<file path="config.mk">
export PLATFORM = sky130hd
export DESIGN_NAME = handshake_mux_buf
export DESIGN_NICKNAME = d
export VERILOG_FILES = /design/src/rtl/handshake_mux_buf.sv
export SDC_FILE = /design/constraint.sdc
export NUM_CORES = 1
export LEC_CHECK = 0
export CORE_MARGIN = 2
export CORE_UTILIZATION = 47
export CTS_CLUSTER_SIZE = 30
export DETAILED_ROUTE_END_ITERATION = 7
export PLACE_DENSITY = 0.95
export SKIP_LAST_GASP = 1
export SLEW_MARGIN = 40
export SYNTH_ARGS = -nofsm -noshare
export SYNTH_HDL_FRONTEND = slang
export SYNTH_SLANG_ARGS = --single-unit
</file>
<file path="constraint.sdc">
create_clock -name clk -period 8.5 [get_ports clk]
set_input_delay 1.7 -clock clk [delete_from_list [all_inputs] [get_ports clk]]
set_output_delay 1.7 -clock clk [all_outputs]
set_load 0.02 [all_outputs]
</file>
<file path="src/rtl/handshake_mux_buf.sv">
// Select-steered N:1 handshake multiplexer feeding a 2-entry output FIFO.
// Out-of-range selects are dropped and tallied in sticky/saturating error state.
module handshake_mux_buf #(
    parameter int NUM_INPUTS = 2,
    parameter int WIDTH      = 32,
    localparam int SEL_WIDTH = (NUM_INPUTS > 1) ? $clog2(NUM_INPUTS) : 1
) (
    input  logic                        clk,
    input  logic                        rst,
    input  logic                        sel_valid,
    output logic                        sel_ready,
    input  logic [SEL_WIDTH-1:0]        sel_data,
    input  logic [NUM_INPUTS-1:0]       in_valid,
    output logic [NUM_INPUTS-1:0]       in_ready,
    input  logic [NUM_INPUTS*WIDTH-1:0] in_data,
    output logic                        out_valid,
    input  logic                        out_ready,
    output logic [WIDTH-1:0]            out_data,
    input  logic                        err_clear,
    output logic                        err_sticky,
    output logic [7:0]                  err_count,
    output logic [1:0]                  occupancy
);

    localparam logic [SEL_WIDTH:0] NUM_IN_W = (SEL_WIDTH + 1)'(NUM_INPUTS);

    logic [WIDTH-1:0] mem [2];
    logic             head_ptr;
    logic             tail_ptr;
    logic [1:0]       count;
    logic             err_sticky_q;
    logic [7:0]       err_count_q;

    logic             space;
    logic             in_range;
    logic             sel_in_valid;
    logic             fire;
    logic             bad_sel;
    logic             deq;
    logic [WIDTH-1:0] sel_word;

    // Explicit compare loop keeps out-of-range selects from indexing past the input vectors.
    always_comb begin
        sel_in_valid = 1'b0;
        sel_word     = '0;
        for (int i = 0; i < NUM_INPUTS; i++) begin
            if (sel_data == SEL_WIDTH'(i)) begin
                sel_in_valid = in_valid[i];
                sel_word     = in_data[i*WIDTH +: WIDTH];
            end
        end
    end

    assign in_range  = {1'b0, sel_data} < NUM_IN_W;
    assign space     = count < 2'd2;
    assign fire      = !rst && sel_valid && in_range && sel_in_valid && space;
    assign bad_sel   = !rst && sel_valid && !in_range;
    assign sel_ready = fire || bad_sel;

    always_comb begin
        in_ready = '0;
        for (int i = 0; i < NUM_INPUTS; i++) begin
            in_ready[i] = fire && (sel_data == SEL_WIDTH'(i));
        end
    end

    assign out_valid  = !rst && (count != 2'd0);
    assign out_data   = mem[head_ptr];
    assign deq        = out_valid && out_ready;
    assign occupancy  = rst ? 2'd0 : count;
    assign err_sticky = !rst && err_sticky_q;
    assign err_count  = rst ? 8'd0 : err_count_q;

    always_ff @(posedge clk) begin
        if (rst) begin
            head_ptr <= 1'b0;
            tail_ptr <= 1'b0;
            count    <= 2'd0;
        end else begin
            if (fire) tail_ptr <= ~tail_ptr;
            if (deq)  head_ptr <= ~head_ptr;
            unique case ({fire, deq})
                2'b10:   count <= count + 2'd1;
                2'b01:   count <= count - 2'd1;
                default: count <= count;
            endcase
        end
    end

    // Storage is left unreset; the pointers and count alone decide what is visible.
    always_ff @(posedge clk) begin
        if (fire) mem[tail_ptr] <= sel_word;
    end

    always_ff @(posedge clk) begin
        if (rst || err_clear) begin
            err_sticky_q <= 1'b0;
            err_count_q  <= 8'd0;
        end else if (bad_sel) begin
            err_sticky_q <= 1'b1;
            if (err_count_q != 8'hFF) err_count_q <= err_count_q + 8'd1;
        end
    end

endmodule

</file>
==> results.md <==
- CTS Buf Count: 9
- First-pass iteration count of the detailed router: 4
- Mux cell area share after synthesis: 0.242
- Post-Syn Instances: 177
- Top cells by count, synth: edfxtp_1, mux2_2, buf_4
- Initial DRC count: 53
- Final hold viol count: 0
- Status: completed
- RR Endpoint: mem[1][21]
- N_diodes: 0
- Tcrit/Tclk final: 0.607
- Count leader, synth: edfxtp_1
- Die ar.: 0.00709 mm²
- Count of final setup violators: 0
- Post-route ant nets: 0
- Reg-to-reg slack, setup: 6.28 ns
- Sequential power share: 0.510
- Crit. End Element: output pin
- RSZ-0062 raised after global routing: false
- Clock-pin slew on the worst setup and hold paths: 0.07 ns
- Internal power: 0.590 mW
- CTS tree: done
- Final Max Slew Viols: 0
- Post-route setup TNS: 0 ns
- Die X: 84.2 µm
- Post-synth EDFFs: 64
- Worst R2R Start: count[1]
- Main combinational cell family by area after synthesis: multiplexers
- Adder and majority cell fraction of the synthesized area: 0.00414
- Ports: 119
- CTS hold repair buffers: 0
- Sequential area share after synthesis: 0.668
- Routed WL: 6090 µm
- Highest Clock Rate: 194 MHz
- Initial cell density of the core: 0.482
- Area Overhead vs Synth: 44.4%
- First-pass GRT wire length: 9790 µm
- Leakage power: 1.52 nW
- Crit path from: rst
- Worst Path Required: 6.80 ns
- Core Area: 0.00628 mm²
- Max cap viols: 0
- Detailed Place HPWL: 4570 µm
- R2R depth: 4
- Crit path arrival time: 3.46 ns
- Number of port buffers: 108
- Worst IR Drop VDD: 0.000121 V
- Logic pwr share: 0.162
- Worst skew pair latency: 0.32 ns
- Layout cell share with drive strength beyond 1: 0.274
- Root buffer cell: clkbuf_8
- Top post-synthesis cells by area: edfxtp_1, mux2_2, dfxtp_1, buf_4, mux2_1
- Pwr Density: 174 mW/mm²
- Simple-Gate Fraction of Synth Area: 0.0314
- Prevailing post-synth register cell: edfxtp_1
- Yosys top cell by area: edfxtp_1
- Vias in the first global route: 2,035
- P_sw: 0.171 mW
- Xor and xnor fraction of the mapped netlist area: 0.00868
- Row cnt: 29
- Synth cell types: 23
- Via/cell ratio: 4.88
- Die Y-Extent: 84.2 µm
- Routed len/inst: 16.3 µm
- Nets: 364
- Avg Cell Area, Syn: 17.1 µm²
- Fraction of the mapped netlist area in compound gates: 0.00868
- H-tree levels: 3
- #FFs+latches synth: 69
- Gpl congestion: 0.749
- HP Class: register to register
- Sw Share: 0.225
- Async set or reset register ratio after synthesis: 0
- Post-Route Skew: 0.00857 ns
- Critical path peak fanout: 8
- Startpoint types: input pin
- Worst-Margin Slew: 0.731 ns
- Clock sinks: 69
- Post-route cell area: 0.00437 mm²
- Residual DRC: 0
- Setup bufs post-CTS: 0
- Clock buffer depth: 2
- Gr ovfl total: 0
- Placement Cell Area: 0.00419 mm²
- Setup crit end: sel_ready
- Total GRT Usage: 0.180
- Number of synthesis warnings: 0
- WS Path Type: input pin to output pin
- WHS Path Cells: 2
- Mapped cell area: 0.00303 mm²
- Antenna violations before repair: 0
- Final Critical Period: 5.16 ns
- Post-synth top area share: 0.635
- Clock share of power: 0.328
- Slew HR: 0.512
- Post-cts resize count: 0
- Largest net degree at the start of global routing: 20
- Vias: 1,820
==> final cells by class <==
cell class	instances	area (µm²)
Sequential cell	69	2020
Inverter	1	3.75
Clock buffer	9	124
Fill cell	426	1910
Clock inverter	7	65.1
Timing Repair Buffer	112	1130
Tap cell	77	96.3
Multi-Input combinational cell	98	932
==> metal layers <==
layer  global-route usage  vias up  routed length, µm
met5                    0        -                  0
met4               0.0396        0                 50
met3               0.0678        6                439
met2                0.352       66               3430
met1                0.178      869               2180
li1                     -      879                  -
==> kinds of logic after synthesis <==
group	Yosys count
adders and majority gates	1
other	1
DFF	69
and+or+nand+nor	17
buffers and inverters	18
muxes	65
xor gates and xnor gates	3
AOI/OAI and AO/OA	3
==> state kept, by name (all words and copies together) (netlist names), named ones only <==
signal,flops
count,2
tail_ptr,1
head_ptr,1
mem,64
==> power by group through the flow <==
stage	Sequential [mW]	Clock [mW]	Combinational [mW]
4_1_cts	0.389	0.257	0.125
3_5_place_dp	0.396	0	0.124
3_3_place_gp	0.395	0	0.118
2_1_floorplan	0.393	0	0.0650
6_report	0.389	0.249	0.123
5_1_grt	0.390	0.273	0.131
==> worst max-delay path, stage by stage <==
cell,delay (ns)
clkdlybuf4s50_1,0.53
or3b_4,0.45
a21oi_4,0.16
clkdlybuf4s50_1,0.63
==> cell usage in the layout (no fill, tap or decap), types with 2 or more instances in the layout <==
cell / instances
nand2_1: 2
and2b_1: 2
nand2b_1: 2
mux2_1: 6
mux2_2: 58
buf_4: 3
clkdlybuf4s50_1: 107
dfxtp_1: 5
xor2_1: 2
edfxtp_1: 64
and2_1: 2
o21ai_0: 2
clkinv_1: 2
conb_1: 9
nor2_1: 5
clkbuf_8: 9
clkinv_2: 2
==> how the worst min path moves through the flow <==
stage | start | to | slack (ns)
2_1_floorplan | tail_ptr | tail_ptr | 0.45
3_3_place_gp | head_ptr | head_ptr | 0.49
3_5_place_dp | head_ptr | register | 0.51
4_1_cts | head_ptr | register | 0.52
5_1_grt | head_ptr | register | 0.57
6_report | head_ptr | register | 0.52
==> through the flow <==
step	instances	util	hold WS [ns]	total power, mW	setup slack (ns)
3_5_place_dp	357	0.667	0.506	0.521	3.00
5_1_grt	373	0.696	0.568	0.794	3.30
3_3_place_gp	356	0.662	0.486	0.514	3.04
6_report	373	0.696	0.518	0.761	3.34
2_1_floorplan	185	-	0.446	0.458	4.33
4_1_cts	373	0.697	0.517	0.771	3.00
(Power assumes the default switching activity.)
